<file path="src/rtl/sdram_arb_pkg.sv">
// Shared types, default widths and pointer-advance helper for the SDRAM port arbiter.
package sdram_arb_pkg;

    localparam int unsigned DEF_ADDR_W = 24;
    localparam int unsigned DEF_LEN_W  = 10;

    // Working width for pointer arithmetic; must be >= ADDR_W and >= LEN_W.
    localparam int unsigned PTR_CALC_W = 32;

    typedef enum logic [1:0] {
        ST_IDLE = 2'd0,
        ST_REQ  = 2'd1,
        ST_XFER = 2'd2,
        ST_DONE = 2'd3
    } arb_state_t;

    // Advance a window pointer by len, wrapping to min when the next burst would
    // not fit; a window narrower than len always wraps.
    function automatic logic [PTR_CALC_W-1:0] next_ptr(
        input logic [PTR_CALC_W-1:0] ptr,
        input logic [PTR_CALC_W-1:0] min_addr,
        input logic [PTR_CALC_W-1:0] max_addr,
        input logic [PTR_CALC_W-1:0] len
    );
        logic [PTR_CALC_W-1:0] result;
        if (len > max_addr) begin
            result = min_addr;
        end else if (ptr < (max_addr - len)) begin
            result = ptr + len;
        end else begin
            result = min_addr;
        end
        return result;
    endfunction

endpackage

</file>
<file path="src/rtl/sdram_port_arbiter_if.sv">
// Request/ack bus between the port arbiter and the sdram_controller.
interface sdram_port_arbiter_if #(
    parameter int unsigned ADDR_W = 24,
    parameter int unsigned LEN_W  = 10
) ();

    logic              sdram_wr_req;
    logic              sdram_wr_ack;
    logic [ADDR_W-1:0] sdram_wr_addr;
    logic              sdram_rd_req;
    logic              sdram_rd_ack;
    logic [ADDR_W-1:0] sdram_rd_addr;
    logic [LEN_W-1:0]  sdram_burst_len;

    // Arbiter side: issues requests, receives acks.
    modport master (
        output sdram_wr_req,
        output sdram_wr_addr,
        output sdram_rd_req,
        output sdram_rd_addr,
        output sdram_burst_len,
        input  sdram_wr_ack,
        input  sdram_rd_ack
    );

    // Controller side: receives requests, returns acks.
    modport slave (
        input  sdram_wr_req,
        input  sdram_wr_addr,
        input  sdram_rd_req,
        input  sdram_rd_addr,
        input  sdram_burst_len,
        output sdram_wr_ack,
        output sdram_rd_ack
    );

endinterface

</file>
<file path="src/rtl/sdram_addr_gen.sv">
// Per-channel wrapping address pointer: reset/load to min, advance on burst completion.
module sdram_addr_gen
    import sdram_arb_pkg::*;
#(
    parameter int unsigned ADDR_W = DEF_ADDR_W,
    parameter int unsigned LEN_W  = DEF_LEN_W
) (
    input  logic              clk,
    input  logic              rst,
    input  logic [ADDR_W-1:0] min_addr,
    input  logic [ADDR_W-1:0] max_addr,
    input  logic [LEN_W-1:0]  len,
    input  logic              load,
    input  logic              advance,
    output logic [ADDR_W-1:0] ptr
);

    // Pointer register; load has priority over advance.
    always_ff @(posedge clk) begin
        if (rst) begin
            ptr <= min_addr;
        end else if (load) begin
            ptr <= min_addr;
        end else if (advance) begin
            ptr <= ADDR_W'(next_ptr(PTR_CALC_W'(ptr), PTR_CALC_W'(min_addr),
                                    PTR_CALC_W'(max_addr), PTR_CALC_W'(len)));
        end
    end

endmodule

</file>
<file path="src/rtl/sdram_port_arbiter.sv">
// N-channel round-robin burst arbiter in front of a single sdram_controller.
// Optional build macro SDRAM_ARB_PRIO0_EN: channel 0 wins whenever eligible and
// the round-robin pointer only arbitrates among channels 1..NUM_CH-1.
module sdram_port_arbiter
    import sdram_arb_pkg::*;
#(
    parameter int unsigned NUM_CH = 2,
    parameter int unsigned ADDR_W = DEF_ADDR_W,
    parameter int unsigned LEN_W  = DEF_LEN_W
) (
    input  logic                     clk,
    input  logic                     rst,
    input  logic                     init_done,
    input  logic [NUM_CH-1:0]        ch_req,
    input  logic [NUM_CH-1:0]        ch_dir,
    input  logic [NUM_CH*ADDR_W-1:0] ch_min_addr,
    input  logic [NUM_CH*ADDR_W-1:0] ch_max_addr,
    input  logic [NUM_CH*LEN_W-1:0]  ch_len,
    input  logic [NUM_CH-1:0]        ch_load,
    output logic [NUM_CH-1:0]        ch_grant,
    output logic [NUM_CH-1:0]        ch_done,
    sdram_port_arbiter_if.master     sdram_bus,
    output logic                     busy
);

    localparam int unsigned CH_W = (NUM_CH > 1) ? $clog2(NUM_CH) : 1;

    arb_state_t        state;
    logic [CH_W-1:0]   rr_ptr;
    logic [CH_W-1:0]   cur_ch;
    logic              cur_dir;
    logic [LEN_W-1:0]  cur_len;
    logic              load_seen;

    logic [NUM_CH-1:0] eligible;
    logic [NUM_CH-1:0] rr_pool;
    logic [NUM_CH-1:0] advance;
    logic              pick_found;
    logic [CH_W-1:0]   pick_ch;
    logic [CH_W-1:0]   rr_next;
    logic              ack_match;

    logic [LEN_W-1:0]  len_arr [NUM_CH];
    logic [ADDR_W-1:0] ptr_arr [NUM_CH];

    // Per-channel eligibility and address pointer.
    for (genvar i = 0; i < NUM_CH; i++) begin : g_ch
        assign len_arr[i]  = ch_len[i*LEN_W +: LEN_W];
        assign eligible[i] = init_done & ch_req[i] & ~ch_load[i] & (len_arr[i] != '0);

        sdram_addr_gen #(
            .ADDR_W (ADDR_W),
            .LEN_W  (LEN_W)
        ) u_addr_gen (
            .clk      (clk),
            .rst      (rst),
            .min_addr (ch_min_addr[i*ADDR_W +: ADDR_W]),
            .max_addr (ch_max_addr[i*ADDR_W +: ADDR_W]),
            .len      (cur_len),
            .load     (ch_load[i]),
            .advance  (advance[i]),
            .ptr      (ptr_arr[i])
        );
    end

    // Winner selection: first eligible channel scanning upward from the RR pointer.
    always_comb begin
        int unsigned idx;
        pick_found = 1'b0;
        pick_ch    = '0;
        rr_pool    = eligible;
`ifdef SDRAM_ARB_PRIO0_EN
        rr_pool[0] = 1'b0;
`endif
        for (int unsigned k = 0; k < NUM_CH; k++) begin
            idx = 32'(rr_ptr) + k;
            if (idx >= NUM_CH) begin
                idx = idx - NUM_CH;
            end
            if (!pick_found && rr_pool[CH_W'(idx)]) begin
                pick_found = 1'b1;
                pick_ch    = CH_W'(idx);
            end
        end
`ifdef SDRAM_ARB_PRIO0_EN
        if (eligible[0]) begin
            pick_found = 1'b1;
            pick_ch    = '0;
        end
`endif
    end

    // RR pointer value after a grant to pick_ch.
    always_comb begin
        rr_next = pick_ch + CH_W'(1);
        if ((32'(pick_ch) + 32'd1) >= NUM_CH) begin
            rr_next = '0;
        end
    end

    // Ack of the latched direction only; the other direction is ignored.
    always_comb begin
        ack_match = cur_dir ? sdram_bus.sdram_wr_ack : sdram_bus.sdram_rd_ack;
    end

    // Pointer advance on burst completion unless the channel was reloaded mid-burst.
    always_comb begin
        advance = '0;
        if ((state == ST_DONE) && !load_seen) begin
            advance[cur_ch] = 1'b1;
        end
    end

    // Arbiter FSM with registered request, grant and done outputs.
    always_ff @(posedge clk) begin
        if (rst) begin
            state                     <= ST_IDLE;
            rr_ptr                    <= '0;
            cur_ch                    <= '0;
            cur_dir                   <= 1'b0;
            cur_len                   <= '0;
            load_seen                 <= 1'b0;
            ch_grant                  <= '0;
            ch_done                   <= '0;
            busy                      <= 1'b0;
            sdram_bus.sdram_wr_req    <= 1'b0;
            sdram_bus.sdram_rd_req    <= 1'b0;
            sdram_bus.sdram_wr_addr   <= '0;
            sdram_bus.sdram_rd_addr   <= '0;
            sdram_bus.sdram_burst_len <= '0;
        end else begin
            ch_grant <= '0;
            ch_done  <= '0;
            case (state)
                ST_IDLE: begin
                    if (pick_found) begin
                        cur_ch    <= pick_ch;
                        cur_dir   <= ch_dir[pick_ch];
                        cur_len   <= len_arr[pick_ch];
                        load_seen <= 1'b0;
                        ch_grant  <= NUM_CH'(1) << pick_ch;
                        busy      <= 1'b1;
                        sdram_bus.sdram_burst_len <= len_arr[pick_ch];
                        if (ch_dir[pick_ch]) begin
                            sdram_bus.sdram_wr_req  <= 1'b1;
                            sdram_bus.sdram_wr_addr <= ptr_arr[pick_ch];
                        end else begin
                            sdram_bus.sdram_rd_req  <= 1'b1;
                            sdram_bus.sdram_rd_addr <= ptr_arr[pick_ch];
                        end
`ifdef SDRAM_ARB_PRIO0_EN
                        if (pick_ch != '0) begin
                            rr_ptr <= rr_next;
                        end
`else
                        rr_ptr <= rr_next;
`endif
                        state <= ST_REQ;
                    end
                end
                ST_REQ: begin
                    if (ch_load[cur_ch]) begin
                        load_seen <= 1'b1;
                    end
                    if (ack_match) begin
                        sdram_bus.sdram_wr_req <= 1'b0;
                        sdram_bus.sdram_rd_req <= 1'b0;
                        state                  <= ST_XFER;
                    end
                end
                ST_XFER: begin
                    if (ch_load[cur_ch]) begin
                        load_seen <= 1'b1;
                    end
                    if (!ack_match) begin
                        state <= ST_DONE;
                    end
                end
                ST_DONE: begin
                    ch_done <= NUM_CH'(1) << cur_ch;
                    busy    <= 1'b0;
                    state   <= ST_IDLE;
                end
                default: begin
                    state <= ST_IDLE;
                end
            endcase
        end
    end

endmodule

</file>
<file path="src/flat_wrapper.sv">
// flat-port wrapper written by rule: the top's interface ports become plain ports
module sdram_port_arbiter_flat import sdram_arb_pkg::*;
#(
    parameter int unsigned NUM_CH = 2,
    parameter int unsigned ADDR_W = DEF_ADDR_W,
    parameter int unsigned LEN_W  = DEF_LEN_W
)
  (clk, rst, init_done, ch_req, ch_dir, ch_min_addr, ch_max_addr, ch_len, ch_load, ch_grant, ch_done, busy, sdram_bus_sdram_wr_req, sdram_bus_sdram_wr_addr, sdram_bus_sdram_rd_req, sdram_bus_sdram_rd_addr, sdram_bus_sdram_burst_len, sdram_bus_sdram_wr_ack, sdram_bus_sdram_rd_ack);
  sdram_port_arbiter_if #(.ADDR_W(ADDR_W), .LEN_W(LEN_W)) sdram_bus_i ();
  input  logic clk;
  input  logic rst;
  input  logic init_done;
  input  logic [NUM_CH-1:0] ch_req;
  input  logic [NUM_CH-1:0] ch_dir;
  input  logic [NUM_CH*ADDR_W-1:0] ch_min_addr;
  input  logic [NUM_CH*ADDR_W-1:0] ch_max_addr;
  input  logic [NUM_CH*LEN_W-1:0] ch_len;
  input  logic [NUM_CH-1:0] ch_load;
  output logic [NUM_CH-1:0] ch_grant;
  output logic [NUM_CH-1:0] ch_done;
  output logic busy;
  output wire logic [$bits(sdram_bus_i.sdram_wr_req)-1:0] sdram_bus_sdram_wr_req;
  output wire logic [$bits(sdram_bus_i.sdram_wr_addr)-1:0] sdram_bus_sdram_wr_addr;
  output wire logic [$bits(sdram_bus_i.sdram_rd_req)-1:0] sdram_bus_sdram_rd_req;
  output wire logic [$bits(sdram_bus_i.sdram_rd_addr)-1:0] sdram_bus_sdram_rd_addr;
  output wire logic [$bits(sdram_bus_i.sdram_burst_len)-1:0] sdram_bus_sdram_burst_len;
  input wire logic [$bits(sdram_bus_i.sdram_wr_ack)-1:0] sdram_bus_sdram_wr_ack;
  input wire logic [$bits(sdram_bus_i.sdram_rd_ack)-1:0] sdram_bus_sdram_rd_ack;
  assign sdram_bus_sdram_wr_req = sdram_bus_i.sdram_wr_req;
  assign sdram_bus_sdram_wr_addr = sdram_bus_i.sdram_wr_addr;
  assign sdram_bus_sdram_rd_req = sdram_bus_i.sdram_rd_req;
  assign sdram_bus_sdram_rd_addr = sdram_bus_i.sdram_rd_addr;
  assign sdram_bus_sdram_burst_len = sdram_bus_i.sdram_burst_len;
  assign sdram_bus_i.sdram_wr_ack = sdram_bus_sdram_wr_ack;
  assign sdram_bus_i.sdram_rd_ack = sdram_bus_sdram_rd_ack;
  sdram_port_arbiter #(.NUM_CH(NUM_CH), .ADDR_W(ADDR_W), .LEN_W(LEN_W)) u_core (.clk(clk), .rst(rst), .init_done(init_done), .ch_req(ch_req), .ch_dir(ch_dir), .ch_min_addr(ch_min_addr), .ch_max_addr(ch_max_addr), .ch_len(ch_len), .ch_load(ch_load), .ch_grant(ch_grant), .ch_done(ch_done), .sdram_bus(sdram_bus_i), .busy(busy));
endmodule
</file>
<file path="config.mk">
export PLATFORM = sky130hd
export DESIGN_NAME = sdram_port_arbiter_flat
export DESIGN_NICKNAME = d
export VERILOG_FILES = /design/src/rtl/sdram_arb_pkg.sv /design/src/rtl/sdram_port_arbiter_if.sv /design/src/rtl/sdram_addr_gen.sv /design/src/rtl/sdram_port_arbiter.sv /design/src/flat_wrapper.sv
export SDC_FILE = /design/constraint.sdc
export NUM_CORES = 1
export LEC_CHECK = 0
export ABC_AREA = 1
export BUFFER_PORTS_ARGS = -buffer_cell sky130_fd_sc_hd__buf_2
export CAP_MARGIN = 10
export CORE_MARGIN = 4
export CORE_UTILIZATION = 42
export CTS_BUF_LIST = sky130_fd_sc_hd__clkbuf_8 sky130_fd_sc_hd__clkbuf_16
export DETAILED_ROUTE_END_ITERATION = 7
export PLACE_DENSITY_LB_ADDON = 0.15
export SYNTH_ARGS = -nofsm -noshare
export SYNTH_HDL_FRONTEND = slang
export SYNTH_SLANG_ARGS = --single-unit
</file>
<file path="constraint.sdc">
create_clock -name clk -period 10.55 [get_ports clk]
set_input_delay 1.055 -clock clk [delete_from_list [all_inputs] [get_ports clk]]
set_output_delay 1.055 -clock clk [all_outputs]
set_load 0.05 [all_outputs]
</file>
# == Word level (Yosys, flattened, before mapping) ==
# Cells that the tools add are included.
# op_classes
reduce_logical,24
eq_ne,9
addsub,9
shift,2
bitwise,13
order_cmp,13
n_mux,51
# ops
operator,n
$mux 24,13
$lt 24x32->1,2
$sub 24x10->25,2
$add 24x10->24,2
$gt 10x24->1,2
$ge 32x2->1 const B,1
$mux 10,3
$mux 1,25
$reduce_bool 10->1,2
$reduce_and 3->1,4
$lt 1x2->1 const B,4
$mux 2,4
$ne 2x1->1 const B,4
$pmux 1 s2,4
$pmux 2 s4,1
$reduce_and 4->1,2
$and 1x1->1,6
$not 1->1,6
$reduce_bool 2->1,3
$reduce_bool 3->1,2
$add 1x1->2 const B,2
$eq 2x2->1 const B,2
$ge 2x2->1 const B,2
$ne 2x2->1 const B,2
14 further kinds,21
# word_totals
regBits,119
elab_cells,136
out_inout_bits,65

# == Logic depth before layout (Yosys ltp) ==
# logic_depth
word_depth,14
depth_mapped,28
ltp_nobuf,26

# == Cells and area by module ==
# Synthesis repeated with hierarchy kept, for this count alone.
# hier_totals
cells_unflattened,1665
hier_area_um2,10940.5
# modules_own_cells
mod,area_each_um2,cells_per_inst,n_inst
sdram_port_arbiter,3746.1,598,1
sdram_addr_gen (u_core.g_ch[1].u_addr_gen),3679.8,555,1
sdram_addr_gen (u_core.g_ch[0].u_addr_gen),3514.6,512,1

# == Worst setup path after synthesis ==
# OpenSTA, ideal clock, no wires.
# synth_path
path_type,in2reg
start,input ch_max_addr[0]
end,"register u_core.g_ch[0].u_addr_gen.ptr[20], data pin"
setup_time_ns,0.249
arrival_ns,3.971
path_buffers,2
setup_slack_ns,6.330
stages,28
cell_sequence,inv_1 ha_1 inv_1 fa_1 nand3_1 nand2_1 nand2_1 nand2_1 nand2_1 nand3_1 nor2_1 nand2_1 nor2_1 nand2_1 nand2_1 nand2_1 ha_1 nand2_1 nor3_1 nand3_1 a21oi_2 nand2_4 nand3_4 buf_8 buf_8 nand2_2 nand2_1 inv_1
# synth_between
elab_chain_len,7
word_cells_on_any_way,8
# synth_lines
element,line_no,rtl
start: declaration,flat_wrapper.sv:16,input logic [NUM_CH*ADDR_W-1:0] ch_max_addr;
$sub 24x10->25,sdram_arb_pkg.sv:28,end else if (ptr < (max_addr - len)) begin
$lt 24x32->1,sdram_arb_pkg.sv:28,
$mux 24,sdram_arb_pkg.sv:28,
$mux 24 (*),sdram_arb_pkg.sv:26,if (len > max_addr) begin
$mux 24 (*),sdram_addr_gen.sv:24,end else if (advance) begin
$mux 24 (*),sdram_addr_gen.sv:22,end else if (load) begin
$mux 24 (*),sdram_addr_gen.sv:20,if (rst) begin
end signal: assignment,sdram_addr_gen.sv:21,ptr <= min_addr;
end signal: assignment,sdram_addr_gen.sv:23,ptr <= min_addr;
end signal: assignment,sdram_addr_gen.sv:25,"ptr <= ADDR_W'(next_ptr(PTR_CALC_W'(ptr), PTR_CALC_W'(min_addr),"
end: declaration,sdram_addr_gen.sv:15,output logic [ADDR_W-1:0] ptr
# Mark *: on every way between the ends. The rest lies on a longest branch, timed or not. The select of a mux whose other input is x is not followed.
# A chain may end at the register's enable or synchronous reset.

# == Worst setup path after layout ==
# layout_path
start,register u_core.cur_len[1]
end,"register u_core.g_ch[1].u_addr_gen.ptr[9], data pin"
# layout_between
elab_chain_len,7
word_cells_on_any_way,9
# layout_lines
element,line_no,rtl
start: declaration,sdram_port_arbiter.sv:32,logic [LEN_W-1:0] cur_len;
start signal: assignment,sdram_port_arbiter.sv:139,cur_len <= len_arr[pick_ch];
$sub 24x10->25,sdram_arb_pkg.sv:28,
$lt 24x32->1,sdram_arb_pkg.sv:28,
$mux 24,sdram_arb_pkg.sv:28,
$mux 24 (*),sdram_arb_pkg.sv:26,
$mux 24 (*),sdram_addr_gen.sv:24,
$mux 24 (*),sdram_addr_gen.sv:22,
$mux 24 (*),sdram_addr_gen.sv:20,
end signal: assignment,sdram_addr_gen.sv:21,
end signal: assignment,sdram_addr_gen.sv:23,
end signal: assignment,sdram_addr_gen.sv:25,
end: declaration,sdram_addr_gen.sv:15,
# Marks and branches as above.

==> results.cfg <==
[setup_path]
worstPathArrival_ns = 4.67
ff2ff_path_depth = 22
worstReg2RegEnd = u_core.g_ch[1].u_addr_gen.ptr[9]
critical-path-max-stage-delay_ns = 0.62
timing_worst_setup_path_type = flop to flop
worst_setup_path_start_kind = flop
worst_ep_required_time_ns = 10.70
critical_path_top_delay_cell = nand3_2
crit_path_frequent_cell = nand2_1
timing.critical_path.to_type = flop
cell_by_cell_listing_of_the_critical_path = inv_1, ha_1, nand3_1, nand2_1, nand2_1, nand2_1, nand2_1, nand2_1, a21boi_0, nand3_1, xor2_1, ha_1, nand2_1, inv_1, nand3_1, inv_1, a21oi_1, nand2_1, nand2_2, nand3_2, nand2_1, o21ai_1
rr_startpoint = u_core.cur_len[1]
timing.reg2reg.setup_slack_ns = 6.03
crit_path_max_fanout = 41

[clocking]
clock_insertion_delay_at_the_later_pin_of_the_skew_report_ns = 0.42
clkSinkCount = 119
number_of_cts_inserted_buffers = 17
clk_tree_root_cell = clkbuf_16
cts.repair.resized = 0
cts_tree = built
post_cts.repair.setup_buffers = 0
cts.path.max_buffers = 2
cts_hold_buf = 0
clk_pin_slew_worst_paths_ns = 0.06
ctsHtreeMaxLevel = 4

[floorplan]
core_mm2 = 0.0235
num_rows = 56
die_width_um = 163
initial_utilization_pct = 42.8
chipHeight_um = 163
io_count = 192
fp.dieArea_mm2 = 0.0265

[logic_synthesis]
area_share_of_xor_xnor_cells_in_the_synthesized_design_pct = 5.99
netlist_instances = 1541
yosys_most_used_dff = dfxtp_1
synth-warning-count = 0
ys_types = 43
synth_most_common_cell = nand2_1
post_synth_instance_area_mm2 = 0.0101
synth.ff_latch_count = 119
asyncSetResetFlopFracSynth_pct = 0
synthTopCellsByArea = nand2_1 20%, edfxtp_1 14%, dfxtp_1 14%
synth_edf_count = 48
combinational_family_with_the_most_area_after_synthesis = simple AND/OR/NAND/NOR gates
synth_commonest_cells = 529 x nand2_1, 202 x inv_1, 189 x nor2_1, 91 x ha_1, 71 x dfxtp_1
post_synth_top_area_share_pct = 19.7
synth_fa_ha_area_share_pct = 12.1
synth-compound-area-share_pct = 8.37
mappedNetlistNets = 1763
netlist.top_cell.by_area = nand2_1
synth-seq-area-share_pct = 28.4
yosys-mux-area-fraction_pct = 0
syn_avg_cell_area_um2 = 6.54
simple_logic_cell_fraction_of_the_synthesized_area_pct = 35.2

[routing]
vias = 9997
postRouteWirelength_um = 30200
drt.antenna.violating_nets = 0
dr.pass1.iters = 5
number_of_violations_reported_at_the_end_of_detailed_routing_iteration_0 = 769
avgRoutedWirePerCell_um = 14.7
post-route-drc-count = 0
vias_per_cell = 4.86

[timing]
layout_setup_ws_ns = 6.03
max_freq_mhz = 221
fin_crit_sh_pct = 42.8
slew_violations = 0
max_slew_margin_pct = 45.1
hold_vio_cnt_final = 0
finalSetupTns_ns = 0
whs_ns = 0.476
worst-slew-pin-transition_ns = 0.821
grt_setup_unrepaired = false
post-route-min-period_ns = 4.52
setup_viol = 0
worst_clock_skew_ns = 0.00949

[pwr]
power_frac_comb_pct = 36.9
seqPwrFrac_pct = 32.2
p_clk_share_pct = 30.9
power.internal_mw = 1.16
report.power.total_mw = 1.94
static-leakage-power_nw = 6.26
sw_ratio_pct = 40.3
power.ir.vdd_worst_uv = 112
pwr_dens_mw_per_mm2 = 163
switching_power_mw = 0.780

[outcome]
status = complete, no violations

[hold_path]
hold_class = flop to flop
hold_path_end = u_core.sdram_bus.sdram_rd_addr[4]
whs_path_depth = 2
worstHoldStart = u_core.sdram_bus.sdram_rd_addr[4]

[grt]
antenna_found_initial = 0
grt_usage_pct = 22.3
first_pass_grt_wire_length_um = 46900
pin_count_of_the_biggest_net_entering_global_routing = 53
overflow = 0
vias_in_the_first_global_route = 9138

[cells_and_area]
nNetsFinal = 1946
area_delta_synth_final_pct = 18.1
nFillCells = 2495
final_layout_size_suffix_gt1_share_pct = 15.7
finish.utilization_pct = 50.6

[placed_design]
place_ws_ns = 5.58
hpwlAfterDp_um = 24800
gp_routability_congestion = 0.942
port_buffers = 191

[job]
maxCapViolations = 0
worst max path at each step:
stage | end | slack (ns) | start
floorplan | u_core.g_ch[0].u_addr_gen.ptr[20] | 6.33 | ch_max_addr[0]
global placement | u_core.g_ch[1].u_addr_gen.ptr[20] | 5.66 | ch_max_addr[24]
detailed placement | u_core.g_ch[1].u_addr_gen.ptr[11] | 5.58 | ch_max_addr[24]
CTS | u_core.g_ch[1].u_addr_gen.ptr[11] | 5.98 | u_core.cur_len[1]
global route | u_core.g_ch[1].u_addr_gen.ptr[15] | 5.41 | u_core.cur_len[1]
finish | u_core.g_ch[1].u_addr_gen.ptr[9] | 6.03 | u_core.cur_len[1]
cell type report:
cell class                 instances  area [um^2]  share of cell area (%)
multi-input combinational       1181         6250                    52.5
sequential                       119         2860                    24.0
timing repair buffer             196          993                    8.34
inverter                         209          790                    6.63
clock buffer                      17          425                    3.57
tap                              319          399                    3.35
clock inverter                    15          178                    1.49
antenna                            1         2.50                  0.0210
cells in the final DEF (no fill, tap or decap), drive strengths merged, types with 24 or more instances in the layout:
master	n
nand4	24
o21ai	68
a21oi	62
ha	91
nor2	200
inv	210
buf	196
nand2	539
nand3	71
dfxtp	71
xor2	47
edfxtp	48
power groups by stage:
stage          Combinational (mW)  Sequential, mW  Clock [mW]
2_1_floorplan               0.446           0.698           0
6_report                    0.715           0.623       0.598
3_3_place_gp                0.704           0.630           0
4_1_cts                     0.718           0.621       0.605
5_1_grt                     0.811           0.629       0.628
3_5_place_dp                0.714           0.630           0
cells by family (layout without fill, tap and decap cells):
kind of cell / count (synthesis) / after routing
simple gates: 868 / 868
buf+inv: 241 / 437
compound gates: 149 / 149
flops: 119 / 119
fa+ha+maj: 95 / 95
xor+xnor: 69 / 69
other cells: 0 / 1
critical path, delay by kind of cell (launching register included):
family          cells  cell delay, ns
simple gates       13            1.95
fa+ha+maj           2            0.64
compound gates      3            0.56
flops               1            0.55
buf+inv             3            0.35
xor+xnor            1            0.18
sequential cells by signal, summed over array words and instances (netlist names):
signal                          count
u_core.ch_done                      2
u_core.cur_len                     10
u_core.sdram_bus.sdram_rd_req       1
u_core.state                        2
u_core.load_seen                    1
u_core.g_ch.u_addr_gen.ptr         48
u_core.rr_ptr                       1
u_core.sdram_bus.sdram_wr_req       1
u_core.cur_dir                      1
u_core.busy                         1
u_core.sdram_bus.sdram_rd_addr     24
u_core.cur_ch                       1
u_core.sdram_bus.sdram_wr_addr     24
u_core.ch_grant                     2
per-stage QoR:
step                cell area, um^2  std cells
CTS                           11900       2056
global placement              11300       2024
global route                  11900       2056
floorplan                     10100       1541
finish                        11900       2057
detailed placement            11300       2024
layer usage:
layer  track usage [%]  up-vias  part of all wire (%)
met5                 0        -                     0
met4              6.06        0                   2.1
met3              3.77       41                   6.3
met2              35.5      293                    44
met1              31.3     4397                    47
li1                  -     5266                     -
Note: power is estimated with default switching activity, not from simulation.
